## config.mk

```make
export PLATFORM = sky130hd
export DESIGN_NAME = layer_seq_ctrl_flat
export DESIGN_NICKNAME = d
export VERILOG_FILES = /design/src/rtl/layer_seq_ctrl_if.sv /design/src/rtl/layer_seq_ctrl.sv /design/src/flat_wrapper.sv
export SDC_FILE = /design/constraint.sdc
export NUM_CORES = 1
export LEC_CHECK = 0
export ABC_AREA = 1
export BUFFER_PORTS_ARGS = -buffer_cell sky130_fd_sc_hd__clkbuf_2
export CORE_AREA = 2 2 39 41
export CTS_CLUSTER_SIZE = 8
export DETAILED_ROUTE_END_ITERATION = 10
export DIE_AREA = 0 0 41 43
export GPL_TIMING_DRIVEN = 0
export PLACE_DENSITY = 0.68
export SLEW_MARGIN = 20
export SYNTH_ARGS = -nofsm -noshare
export SYNTH_HDL_FRONTEND = slang
export SYNTH_SLANG_ARGS = --single-unit
```

## constraint.sdc

```tcl
create_clock -name clk -period 1.05 [get_ports clk]
set_clock_uncertainty 0.2 [all_clocks]
set_input_delay 0.0525 -clock clk [delete_from_list [all_inputs] [get_ports clk]]
set_output_delay 0.0525 -clock clk [all_outputs]
set_load 0.01 [all_outputs]
```

## src/rtl/layer_seq_ctrl_if.sv

```systemverilog
// layer_seq_ctrl_if: input/output handshake bundle for layer_seq_ctrl.
// The master drives vectors and accepts results; the slave is the sequencer.
interface layer_seq_ctrl_if #(
    parameter int NUM_NEURONS = 4
);
    logic                     in_valid;
    logic                     in_ready;
    logic [6*NUM_NEURONS-1:0] in_data;
    logic                     out_valid;
    logic                     out_ready;
    logic [NUM_NEURONS-1:0]   out_data;
    logic                     busy;

    modport master (
        output in_valid, in_data, out_ready,
        input  in_ready, out_valid, out_data, busy
    );

    modport slave (
        input  in_valid, in_data, out_ready,
        output in_ready, out_valid, out_data, busy
    );
endinterface

```

## src/rtl/layer_seq_ctrl.sv

```systemverilog
// layer_seq_ctrl: evaluates NUM_NEURONS 6-input LUT neurons one per cycle on a
// latched feature vector, then holds the result until the consumer takes it.
// Optional feature macro: LUT_RELOAD_EN adds a runtime table-write port
// (cfg_we/cfg_sel/cfg_table/cfg_err); without it the tables are TABLE_INIT.
module layer_seq_ctrl #(
    parameter int                        NUM_NEURONS = 4,
    parameter logic [64*NUM_NEURONS-1:0] TABLE_INIT  = '0,
    localparam int                       IDX_W       = (NUM_NEURONS > 1) ? $clog2(NUM_NEURONS) : 1
) (
    input  logic               clk,
    input  logic               rst_n,
    layer_seq_ctrl_if.slave    bus
`ifdef LUT_RELOAD_EN
    ,
    input  logic               cfg_we,
    input  logic [IDX_W-1:0]   cfg_sel,
    input  logic [63:0]        cfg_table,
    output logic               cfg_err
`endif
);

    typedef enum logic [1:0] {IDLE, EVAL, DONE} state_t;

    state_t                          state_q, state_d;
    logic [IDX_W-1:0]                idx_q;
    logic [6*NUM_NEURONS-1:0]        data_p0;
    logic [NUM_NEURONS-1:0]          out_q;
    logic [NUM_NEURONS-1:0][63:0]    tables;
    logic [5:0]                      addr;
    logic                            accept;
    logic                            last;

    // One truth-table lookup: address bit i comes from slice bit i.
    function automatic logic lut_lookup(input logic [63:0] t, input logic [5:0] a);
        return t[a];
    endfunction

    assign accept = (state_q == IDLE) && bus.in_valid;
    assign last   = (idx_q == IDX_W'(NUM_NEURONS - 1));

    assign bus.in_ready  = (state_q == IDLE);
    assign bus.out_valid = (state_q == DONE);
    assign bus.busy      = (state_q != IDLE);
    assign bus.out_data  = out_q;

    // Select the 6-bit input slice of the neuron currently being evaluated.
    always_comb begin
        addr = data_p0[6*idx_q +: 6];
    end

    // Next-state logic; DONE->IDLE never accepts, so in_ready rises a cycle later.
    always_comb begin
        state_d = state_q;
        case (state_q)
            IDLE:    if (bus.in_valid) state_d = EVAL;
            EVAL:    if (last)         state_d = DONE;
            DONE:    if (bus.out_ready) state_d = IDLE;
            default:                   state_d = IDLE;
        endcase
    end

    // State register.
    always_ff @(posedge clk or negedge rst_n) begin
        if (!rst_n) state_q <= IDLE;
        else        state_q <= state_d;
    end

    // Neuron index and result bits; untouched bits keep their previous value.
    always_ff @(posedge clk or negedge rst_n) begin
        if (!rst_n) begin
            idx_q <= '0;
            out_q <= '0;
        end else if (accept) begin
            idx_q <= '0;
        end else if (state_q == EVAL) begin
            out_q[idx_q] <= lut_lookup(tables[idx_q], addr);
            idx_q        <= last ? '0 : idx_q + IDX_W'(1);
        end
    end

    // Feature vector capture at acceptance; later in_data changes are ignored.
    always_ff @(posedge clk) begin
        if (accept) data_p0 <= bus.in_data;
    end

`ifdef LUT_RELOAD_EN
    logic sel_ok;
    logic cfg_err_q;

    assign sel_ok  = (int'(cfg_sel) < NUM_NEURONS);
    assign cfg_err = cfg_err_q;

    // Table storage: reload only in IDLE with a valid selector, else flag an error.
    always_ff @(posedge clk or negedge rst_n) begin
        if (!rst_n) begin
            tables    <= TABLE_INIT;
            cfg_err_q <= 1'b0;
        end else begin
            cfg_err_q <= cfg_we && !((state_q == IDLE) && sel_ok);
            if (cfg_we && (state_q == IDLE) && sel_ok) tables[cfg_sel] <= cfg_table;
        end
    end
`else
    assign tables = TABLE_INIT;
`endif

endmodule
```

## src/flat_wrapper.sv

```systemverilog
// flat-port wrapper written by rule: the top's interface ports become plain ports
module layer_seq_ctrl_flat 
#(
    parameter int                        NUM_NEURONS = 4,
    parameter logic [64*NUM_NEURONS-1:0] TABLE_INIT  = '0,
    localparam int                       IDX_W       = (NUM_NEURONS > 1) ? $clog2(NUM_NEURONS) : 1
)
  (clk, rst_n, bus_in_valid, bus_in_data, bus_out_ready, bus_in_ready, bus_out_valid, bus_out_data, bus_busy);
  layer_seq_ctrl_if #(.NUM_NEURONS(NUM_NEURONS)) bus_i ();
  input  logic clk;
  input  logic rst_n;
  input wire logic [$bits(bus_i.in_valid)-1:0] bus_in_valid;
  input wire logic [$bits(bus_i.in_data)-1:0] bus_in_data;
  input wire logic [$bits(bus_i.out_ready)-1:0] bus_out_ready;
  output wire logic [$bits(bus_i.in_ready)-1:0] bus_in_ready;
  output wire logic [$bits(bus_i.out_valid)-1:0] bus_out_valid;
  output wire logic [$bits(bus_i.out_data)-1:0] bus_out_data;
  output wire logic [$bits(bus_i.busy)-1:0] bus_busy;
  assign bus_i.in_valid = bus_in_valid;
  assign bus_i.in_data = bus_in_data;
  assign bus_i.out_ready = bus_out_ready;
  assign bus_in_ready = bus_i.in_ready;
  assign bus_out_valid = bus_i.out_valid;
  assign bus_out_data = bus_i.out_data;
  assign bus_busy = bus_i.busy;
  layer_seq_ctrl #(.NUM_NEURONS(NUM_NEURONS), .TABLE_INIT(TABLE_INIT)) u_core (.clk(clk), .rst_n(rst_n), .bus(bus_i));
endmodule
```

# Yosys cells after proc, flatten, opt, wreduce, memory -nomap -nowiden
# Index checks and enable logic that the tools add are counted.
dict set report op_classes {
  add_sub_neg 1
  multipliers 1
  n_lt_le_gt_ge 3
  eq_ne 6
  shifts 1
  n_mux 14
  bitwise 1
  n_reduce_logical 7
}
# operator n
set op_table {}
lappend op_table {{64-bit binary-select mux with 2-bit select} 1}
lappend op_table {{64-bit 2-to-1 mux} 1}
lappend op_table {{24-bit by 6-bit indexed part select with 6-bit output} 1}
lappend op_table {{2-bit 2-to-1 mux} 6}
lappend op_table {{6-bit by 7-bit less-than comparator with 1-bit output, second input constant} 1}
lappend op_table {{1-bit binary-select mux with 6-bit select} 1}
lappend op_table {{2-bit case mux with 3 select lines} 1}
lappend op_table {{4-bit bitwise mux} 1}
lappend op_table {{2-bit equality test, second input constant} 2}
lappend op_table {{2-bit by 2-bit multiplier with 4-bit output, first input constant} 1}
lappend op_table {{2-bit inequality test, second input constant} 2}
lappend op_table {{2-bit nonzero test} 2}
lappend op_table {{2-bit by 3-bit less-than comparator with 1-bit output, second input constant} 1}
lappend op_table {{3-bit AND reduction} 1}
lappend op_table {{2-bit by 1-bit adder with 2-bit output, second input constant} 1}
lappend op_table {{1-bit demux with 2-bit select} 1}
lappend op_table {{2-bit by 1-bit equality test with 1-bit output, second input constant} 1}
lappend op_table {{2-bit by 1-bit >= comparator with 1-bit output, second input constant} 1}
lappend op_table {{1-bit logical AND} 2}
lappend op_table {{2-bit logical NOT} 1}
lappend op_table {{1-bit 2-to-1 mux} 2}
lappend op_table {{2-bit by 1-bit inequality test with 1-bit output, second input constant} 1}
lappend op_table {{2-bit AND reduction} 1}
lappend op_table {{1-bit NOT} 1}
dict set report totals {
  reg_bits 32
  inputBits 28
  out_inout_bits 7
  elab_cells 38
}

# Depth between registers and ports, before layout
# Gate-level depths: netlist (run 1).
dict set report depth {
  word_depth 5
  ltp_mapped 5
  ltp_nobuf 5
}

# Least setup slack after synthesis (run 1)
# OpenSTA, ideal clock, no wires.
dict set report synth_path {
  kind {register -> register}
  startpoint {reg u_core.idx_q[0]}
  endpoint {reg u_core.idx_q[1]}
  setup_time_ps 117
  arrival_ps 815
  required_time_ps 733
  path_slack_ps -82
  stages_incl_launch_ff 5
  path_buffers 0
  period_less_slack_ps 1132
  path_cell_list {dfrtp_1 inv_1 ha_1 nand2_1 nand2_1}
}
dict set report synth_between {
  elab_chain_cells 4
  word_cells_on_any_way 5
  cone_classes {add/sub: 1; eq/ne: 1; mux: 3}
}
# item line_no
set synth_lines {}
lappend synth_lines {{start, declared} layer_seq_ctrl.sv:25} ;# logic [IDX_W-1:0] idx_q;
lappend synth_lines {{start signal, assigned} layer_seq_ctrl.sv:77} ;# idx_q <= last ? '0 : idx_q + IDX_W'(1);
lappend synth_lines {{2-bit by 1-bit adder with 2-bit output or 2-bit equality test (tied branches)} {layer_seq_ctrl.sv:77, layer_seq_ctrl.sv:39}}
lappend synth_lines {{2-bit 2-to-1 mux (*)} layer_seq_ctrl.sv:77}
lappend synth_lines {{2-bit 2-to-1 mux (*)} layer_seq_ctrl.sv:75} ;# end else if (state_q == EVAL) begin
lappend synth_lines {{2-bit 2-to-1 mux (*)} layer_seq_ctrl.sv:73} ;# end else if (accept) begin
# Mark *: on every way between the ends. The rest lies on a longest branch, timed or not. The select of a mux whose other input is x is not followed.
# A chain may end at the register's enable or synchronous reset.

# Final worst setup path (run 1)
dict set report layout_path {
  startpoint {reg u_core.state_q[0]}
  endpoint {out bus_busy}
}
dict set report layout_between {
  elab_chain_cells 1
}
# item line_no
set layout_lines {}
lappend layout_lines {{start, declared} layer_seq_ctrl.sv:24} ;# state_t state_q, state_d;
lappend layout_lines {{start signal, assigned} layer_seq_ctrl.sv:65} ;# else state_q <= state_d;
lappend layout_lines {{2-bit nonzero test} layer_seq_ctrl.sv:43} ;# assign bus.busy = (state_q != IDLE);
lappend layout_lines {{end, declared} flat_wrapper.sv:18} ;# output wire logic [$bits(bus_i.busy)-1:0] bus_busy;
# Every way passes these cells.

==> reports/results.ini, run 1 <==
[grt]
grt_overflow = 0
grt_util_all_layers = 0.133
initial_antenna_violation_count = 0
grt_pass1_wl_mm = 1.46
grt_pass1_vias = 363
grt_max_degree = 9

[clock_network]
cts-buffers-inserted = 3
cts_tree = done
later_pin_clock_latency_in_the_skew_report_ps = 250
h-tree-depth = 1
clock_sinks = 8
root_buffer = sky130_fd_sc_hd__clkbuf_4
bufs_on_longest_clock_path = 2
cts.reportedPaths.clkPinSlew_ps = 60

[run_status]
status = complete, but fails checks
failing_checks = negative hold slack, negative setup slack

[die]
floorplan.die.width_um = 41
placement_row_count = 14
coreArea_mm2 = 0.00138
floorplan.die.height_um = 43
floorplan.initialDensity = 0.282
top_level_ports = 35
floorplan.die_area_mm2 = 0.00176

[layout]
mostFrequentLayoutCells = sky130_fd_sc_hd__nand2_1, sky130_fd_sc_hd__clkbuf_2, sky130_fd_sc_hd__buf_4
mostFrequentLayoutCell = sky130_fd_sc_hd__nand2_1
layout-area-overhead-vs-synth_pct = 60.9
drive_above_1_share = 0.551
design.final.nets = 103
antenna-diode-count = 0

[sta]
timing.setup.tns_ps = -1350
timing.hold.ws_ps = -18.8
setup_slack_ps = -186
rsz0062_at_grt = yes
period_share = 1.18
timing.max_slew.rel_slack = 0.859
maxClockFrequency_mhz = 809
fin_crit_ps = 1240
report.final.setup_viol = 11
final_hold_viol_count = 8
tightestPinTransition_ps = 211
final_max_slew_viol_count = 0

[route]
vias = 349
remaining_drc_errors = 0
route.final.wire_length_um = 860
drt.antenna.violating_nets = 0
detail_route.iter0.violations = 0
via_per_inst = 4.11
dr.pass1.iters = 1
routed_wire_length_per_instance_um = 10.1

[synthesis]
ys_warn_count = 0
yosys.area_share.xor_xnor = 0
largest_family_of_logic_cells_by_synthesized_area = simple AND/OR/NAND/NOR gates
synthMuxAreaShare = 0
synth-adder-area-share = 0.128
synth_cell_type_count = 10
synthSimpleGateAreaFrac = 0.202
synth_top_area_cell = sky130_fd_sc_hd__dfrtp_1
yosys-top-cells-area = sky130_fd_sc_hd__dfrtp_1, sky130_fd_sc_hd__nand2_1, sky130_fd_sc_hd__ha_1, sky130_fd_sc_hd__inv_1, sky130_fd_sc_hd__o21ai_1
synthesis.instances = 45
synth_area_um2 = 390
syn-num-nets = 77
synth_top_area_share = 0.513
synth_seq_area_share = 0.513
fraction_of_the_mapped_netlist_area_in_compound_gates = 0.0513
avgSynthCellArea_um2 = 8.67
synth-seq-cells = 8

[worst_setup_path]
cp_data_required_time_ps = 800
rr_startpoint = u_core.state_q[1]$_DFFE_PN0P_
path_class = reg2out
timing.reg2reg.worst_path_depth = 5
critical_path.endpoint_type = output port
crit_path_max_fanout = 4
arrival_ps = 980
timing.reg2reg.setup_slack_ps = -160
rr_endpoint = u_core.bus.out_data[2]$_DFFE_PN0P_
crit_path_start_kind = flip-flop

[placement]
detailed_place_hpwl_um = 498
worst_slack_at_placement_ps = -109
globalplace.congestion = 0.717
numPortBuffers = 10

[power_and_ir_drop]
totalPowerFinal_w = 0.00156
vdd.ir_drop.worst_v = 0.000761
power_density_mw_per_mm2 = 2490
power.leakage_nw = 0.358

[worst_hold_path]
hold_path.class = in2async

[run]
timing.max_cap.violations = 0

report_power, final:
part           leakage [nW]  internal, W  switching [W]
logic                 0.241     0.000416       0.000422
clock network        0.0138     0.000131       0.000108
registers             0.103     0.000386      0.0000984
cell usage after synthesis:
master	number
sky130_fd_sc_hd__dfrtp_1	8
sky130_fd_sc_hd__ha_1	4
sky130_fd_sc_hd__inv_1	9
sky130_fd_sc_hd__inv_2	2
sky130_fd_sc_hd__nand2_1	14
sky130_fd_sc_hd__nand3_1	1
sky130_fd_sc_hd__nor2_1	1
sky130_fd_sc_hd__nor2_2	1
sky130_fd_sc_hd__nor2_4	1
sky130_fd_sc_hd__o21ai_1	4
cell families after synthesis:
logic type | count (synthesis)
buffers and inverters | 11
AO/OA/AOI/OAI | 4
AND/OR/NAND/NOR | 18
flip-flops | 8
adder cells (fa/ha/maj) | 4
area by class of cell:
| type | count | area [µm²] |
|---|---|---|
| clock buffers | 3 | 22.5 |
| multi-input cells | 26 | 191 |
| well taps | 16 | 20.0 |
| flip-flops and latches | 8 | 203 |
| fillers | 135 | 756 |
| repair buffers | 21 | 150 |
| inverters | 11 | 41.3 |
worst max-delay path, cell delays in order, from the launching register on:
cell,delay (ps)
sky130_fd_sc_hd__dfrtp_2,440
sky130_fd_sc_hd__nor2_4,140
sky130_fd_sc_hd__inv_2,40
sky130_fd_sc_hd__buf_6,110
per-layer routing:
metal  track usage  part of all wire
met1         0.122              0.37
met2         0.209              0.58
met3        0.0471             0.034
met4         0.120             0.013
met5             0                 0
state kept, by name, indices dropped and copies added, names as in the netlist:
name                 count
u_core.bus.out_data      4
u_core.idx_q             2
u_core.state_q           2
repair_timing:
action                                  CTS  global route
pin swaps                                 7             6
endpoints found under the hold margin    12             0
gates cloned                              0             0
resized for setup                        12             7
buffers inserted                          7             1
endpoints found under the setup margin   11            12
hold buffers                              3             0
worst max path at each step:
stage / startpoint / end / slack [ps]
global placement: u_core.idx_q[1]$_DFFE_PN0P_ / u_core.idx_q[1]$_DFFE_PN0P_ / -80
global route: u_core.state_q[0]$_DFFE_PN0P_ / bus_busy / -250
finish: u_core.state_q[0]$_DFFE_PN0P_ / bus_busy / -190
floorplan: u_core.idx_q[1]$_DFFE_PN0P_ / u_core.idx_q[1]$_DFFE_PN0P_ / -50
CTS: u_core.state_q[1]$_DFFE_PN0P_ / bus_busy / -180
detailed placement: u_core.idx_q[1]$_DFFE_PN0P_ / u_core.idx_q[1]$_DFFE_PN0P_ / -110
per-stage QoR:
stage | cell area [µm²] | util | cells
2_1_floorplan | 390 | - | 45
3_3_place_gp | 460 | 0.333 | 71
3_5_place_dp | 460 | 0.333 | 71
4_1_cts | 606 | 0.438 | 84
5_1_grt | 628 | 0.454 | 85
6_report | 628 | 0.454 | 85
No activity file was read; power rests on OpenSTA's default activity.
==> run 2: changes to the inputs <==
Settings changed: PLACE_DENSITY 0.68 to 0.65.
Clock period 1.05 ns to 1.41 ns, I/O delays scaled along.
==> run 2 against run 1 <==
Effect of this change:
- the run now ends clean
- register-to-register slack better by 380 ps
- non-clock buffer count shrank 6
- die area unchanged
- largest cell class unchanged
- sequential power fell by 27%
==> reports/results.ini, run 2 (synthesis results as in run 1) <==
[sta]
timing.max_slew.rel_slack = 0.854
fin_crit_ps = 1300
final_max_slew_viol_count = 0
rsz0062_at_grt = no
final_hold_viol_count = 0
period_share = 0.919
timing.hold.ws_ps = 265
tightestPinTransition_ps = 218
maxClockFrequency_mhz = 772
setup_slack_ps = 114
report.final.setup_viol = 0
timing.setup.tns_ps = 0

[worst_hold_path]
hold_path.class = reg2reg
start_point_of_the_worst_hold_path = u_core.bus.out_data[0]$_DFFE_PN0P_
worstHoldEndpoint = u_core.bus.out_data[0]$_DFFE_PN0P_
worstHoldPathCells = 2

[clock_network]
cts.reportedPaths.clkPinSlew_ps = 60
bufs_on_longest_clock_path = 2
later_pin_clock_latency_in_the_skew_report_ps = 250
root_buffer = sky130_fd_sc_hd__clkbuf_4
cts_tree = done
cts-buffers-inserted = 3
clock_sinks = 8
h-tree-depth = 1
post_cts.repair.setup_buffers = 0

[worst_setup_path]
crit_path_start_kind = flip-flop
rr_startpoint = u_core.idx_q[0]$_DFFE_PN0P_
setup.worst_path.start = u_core.state_q[0]$_DFFE_PN0P_
rr_endpoint = u_core.idx_q[1]$_DFFE_PN0P_
crit_path_max_fanout = 5
timing.reg2reg.setup_slack_ps = 220
path_class = reg2out
arrival_ps = 1030
cp_data_required_time_ps = 1140
timing.reg2reg.worst_path_depth = 4
critical_path.endpoint_type = output port

[placement]
detailed_place_hpwl_um = 555
globalplace.congestion = 0.747
numPortBuffers = 10
dpl-instance-area_um2 = 460
worst_slack_at_placement_ps = 210

[grt]
initial_antenna_violation_count = 0
grt_util_all_layers = 0.103
grt_max_degree = 6
grt_overflow = 0
grt_pass1_wl_mm = 1.13
grt_pass1_vias = 306

[layout]
drive_above_1_share = 0.286
design.final.nets = 97
design_area_um2 = 536
antenna-diode-count = 0
number_of_flip_flops_under_the_largest_register_name = 4
mostFrequentLayoutCells = sky130_fd_sc_hd__nand2_1, sky130_fd_sc_hd__clkbuf_2, sky130_fd_sc_hd__inv_1
layout-area-overhead-vs-synth_pct = 37.2
mostFrequentLayoutCell = sky130_fd_sc_hd__nand2_1

[run]
timing.max_cap.violations = 0

[die]
floorplan.die.height_um = 43
top_level_ports = 35
floorplan.initialDensity = 0.282
floorplan.die.width_um = 41
placement_row_count = 14
floorplan.die_area_mm2 = 0.00176
coreArea_mm2 = 0.00138

[route]
routed_wire_length_per_instance_um = 9.24
detail_route.iter0.violations = 5
via_per_inst = 4.18
dr.pass1.iters = 2
remaining_drc_errors = 0
vias = 330
drt.antenna.violating_nets = 0
route.final.wire_length_um = 730

[power_and_ir_drop]
power.leakage_nw = 0.322
vdd.ir_drop.worst_v = 0.000449
totalPowerFinal_w = 0.000878
power_density_mw_per_mm2 = 1640

[run_status]
status = complete, no violations

run 2: report_power, final:
| group | leakage, nW | switching [W] | internal (W) |
|---|---|---|---|
| Clock | 0.0138 | 0.0000748 | 0.0000972 |
| Combinational | 0.203 | 0.000211 | 0.000143 |
| Sequential | 0.106 | 0.0000695 | 0.000283 |
| Total | 0.322 | 0.000355 | 0.000523 |
run 2: per-layer routing:
metal,vias up,GRT usage,wire [µm]
li1,168,-,-
met1,148,0.0951,297
met2,10,0.163,354
met3,4,0.0314,47
met4,0,0.100,31
met5,-,0,0
run 2: how the worst max path moves through the flow:
stage | to | slack (ps) | cells past startpoint
floorplan | u_core.idx_q[1]$_DFFE_PN0P_ | 280 | 4
global placement | u_core.idx_q[1]$_DFFE_PN0P_ | 220 | 4
detailed placement | u_core.idx_q[1]$_DFFE_PN0P_ | 210 | 4
CTS | bus_busy | 80 | 3
global route | bus_busy | 40 | 3
finish | bus_busy | 110 | 3
run 2: stage by stage:
stage | instances | utilization
floorplan | 45 | -
global placement | 71 | 0.333
detailed placement | 71 | 0.333
CTS | 79 | 0.385
global route | 79 | 0.387
finish | 79 | 0.387
run 2: repair_timing:
| action | 4_1_cts | 5_1_grt |
|---|---|---|
| hold buffers | 5 | 0 |
| hold endpoints to repair | 12 | 0 |
| setup endpoints to repair | 0 | 1 |
| resized for setup | 0 | 1 |
run 2: worst max-delay path: stages (launching register included):
cell	delay (ps)
sky130_fd_sc_hd__dfrtp_1	440
sky130_fd_sc_hd__nor2_2	180
sky130_fd_sc_hd__inv_1	50
sky130_fd_sc_hd__clkbuf_2	120
run 2: layout make-up:
| cell class | count | area (µm²) |
|---|---|---|
| Inverter | 11 | 41.3 |
| Multi-Input combinational cell | 26 | 151 |
| Tap cell | 16 | 20.0 |
| Fill cell | 152 | 848 |
| Clock buffer | 3 | 22.5 |
| Sequential cell | 8 | 200 |
| Timing Repair Buffer | 15 | 100 |
==> run 3: changes to the inputs <==
Settings changed: SETUP_SLACK_MARGIN set to 0.3, SKIP_CTS_REPAIR_TIMING set to 1.
==> run 3 against run 2 <==
Effect of this change:
- utilization grew 2.5 points
- clock power grew 6%
- worst hold slack lost 280 ps
- critical path depth shrank 1
- worst setup slack gained 62 ps
- combinational power grew 39%
- sequential share of layout area shrank 1.9 points
- first-iteration DRC count shrank 60%
- largest power group is now combinational logic
- fmax grew 5.0%
- power grew 18%
- critical endpoint is now bus_out_valid
- the run now ends with negative hold slack left
- critical path type unchanged
- via count grew 0.91%
==> reports/results.ini, run 3 (synthesis results as in run 1) <==
[grt]
grt_pass1_vias = 301
grt_util_all_layers = 0.111
grt_pass1_wl_mm = 1.21
grt_max_degree = 9
grt_overflow = 0
initial_antenna_violation_count = 0

[layout]
mostFrequentLayoutCell = sky130_fd_sc_hd__nand2_1
drive_above_1_share = 0.484
number_of_flip_flops_under_the_largest_register_name = 4
design.final.nets = 98
layout-area-overhead-vs-synth_pct = 46.2
filler_cells = 147
antenna-diode-count = 0
mostFrequentLayoutCells = sky130_fd_sc_hd__nand2_1, sky130_fd_sc_hd__clkbuf_2, sky130_fd_sc_hd__inv_1, sky130_fd_sc_hd__dfrtp_1, sky130_fd_sc_hd__inv_2

[worst_setup_path]
crit_path_max_fanout = 4
critical_path.endpoint_type = output port
crit_path_start_kind = flip-flop
cp_data_required_time_ps = 1140
timing.reg2reg.setup_slack_ps = 210
path_class = reg2out
rr_endpoint = u_core.bus.out_data[2]$_DFFE_PN0P_
timing.reg2reg.worst_path_depth = 5
arrival_ps = 960
rr_startpoint = u_core.state_q[1]$_DFFE_PN0P_

[placement]
numPortBuffers = 10
globalplace.congestion = 0.711
detailed_place_hpwl_um = 530
worst_slack_at_placement_ps = 253

[sta]
fin_crit_ps = 1230
period_share = 0.875
report.final.setup_viol = 0
rsz0062_at_grt = yes
timing.max_slew.rel_slack = 0.862
timing.hold.ws_ps = -12.4
maxClockFrequency_mhz = 811
setup_slack_ps = 176
final_hold_viol_count = 8
timing.setup.tns_ps = 0
tightestPinTransition_ps = 207
final_max_slew_viol_count = 0

[die]
floorplan.die_area_mm2 = 0.00176
placement_row_count = 14
coreArea_mm2 = 0.00138
floorplan.die.width_um = 41
floorplan.die.height_um = 43
floorplan.initialDensity = 0.282
top_level_ports = 35

[run]
timing.max_cap.violations = 0

[clock_network]
cts.reportedPaths.clkPinSlew_ps = 60
bufs_on_longest_clock_path = 2
clock_sinks = 8
later_pin_clock_latency_in_the_skew_report_ps = 260
cts-buffers-inserted = 3
h-tree-depth = 1
cts_tree = done
root_buffer = sky130_fd_sc_hd__clkbuf_4

[route]
dr.pass1.iters = 2
via_per_inst = 4.16
vias = 333
remaining_drc_errors = 0
detail_route.iter0.violations = 2
drt.antenna.violating_nets = 0
route.final.wire_length_um = 757
routed_wire_length_per_instance_um = 9.46

[power_and_ir_drop]
vdd.ir_drop.worst_v = 0.000659
power.clock.fraction = 0.177
swShare = 0.411
power_density_mw_per_mm2 = 1810
share_seq_of_total_power = 0.348
totalPowerFinal_w = 0.00103
power.leakage_nw = 0.330
combinationalPowerShare = 0.476
internal-power_w = 0.000608
power.switching_w = 0.000425

[worst_hold_path]
hold_path.class = in2async

[run_status]
failing_checks = negative hold slack
status = complete, but fails checks

[run 3: final cells by class]
type | count | area (µm²) | share of cell area
sequential | 8 | 203 | 0.355
multi-input combinational | 26 | 181 | 0.318
timing repair buffer | 16 | 103 | 0.180
inverter | 11 | 41.3 | 0.0724
clock buffer | 3 | 22.5 | 0.0395
tap | 16 | 20.0 | 0.0351
[run 3: how the worst max path moves through the flow]
stage                                       start                     endpoint  slack, ps  depth (start not counted)
floorplan             u_core.idx_q[1]$_DFFE_PN0P_  u_core.idx_q[1]$_DFFE_PN0P_        300                          4
global placement      u_core.idx_q[1]$_DFFE_PN0P_  u_core.idx_q[1]$_DFFE_PN0P_        270                          4
detailed placement    u_core.idx_q[1]$_DFFE_PN0P_  u_core.idx_q[1]$_DFFE_PN0P_        250                          4
CTS                 u_core.state_q[0]$_DFFE_PN0P_                     bus_busy         70                          3
global route        u_core.state_q[1]$_DFFE_PN0P_                     bus_busy        110                          3
finish              u_core.state_q[0]$_DFFE_PN0P_                bus_out_valid        180                          2
[run 3: power groups by stage]
stage,clock network [W],logic [W],registers [W]
global placement,0,0.000340,0.000350
global route,0.000195,0.000576,0.000367
floorplan,0,0.000258,0.000342
finish,0.000182,0.000491,0.000359
detailed placement,0,0.000347,0.000355
CTS,0.000187,0.000348,0.000351
[run 3: through the flow]
stage	cell area (µm²)	instances	util
6_report	571	80	0.412
5_1_grt	571	80	0.412
4_1_cts	483	74	0.349
3_5_place_dp	460	71	0.333
3_3_place_gp	460	71	0.333
2_1_floorplan	390	45	-
[run 3: worst max-delay path, cell delays in order, from the launching register on]
cell                      delay [ps]
sky130_fd_sc_hd__dfrtp_2         440
sky130_fd_sc_hd__nor2_2          130
sky130_fd_sc_hd__buf_2           140
[run 3: per-layer routing]
layer / global-route usage / part of all wire
met1: 0.113 / 0.43
met2: 0.159 / 0.50
met3: 0.0314 / 0.028
met4: 0.120 / 0.041
met5: 0 / 0
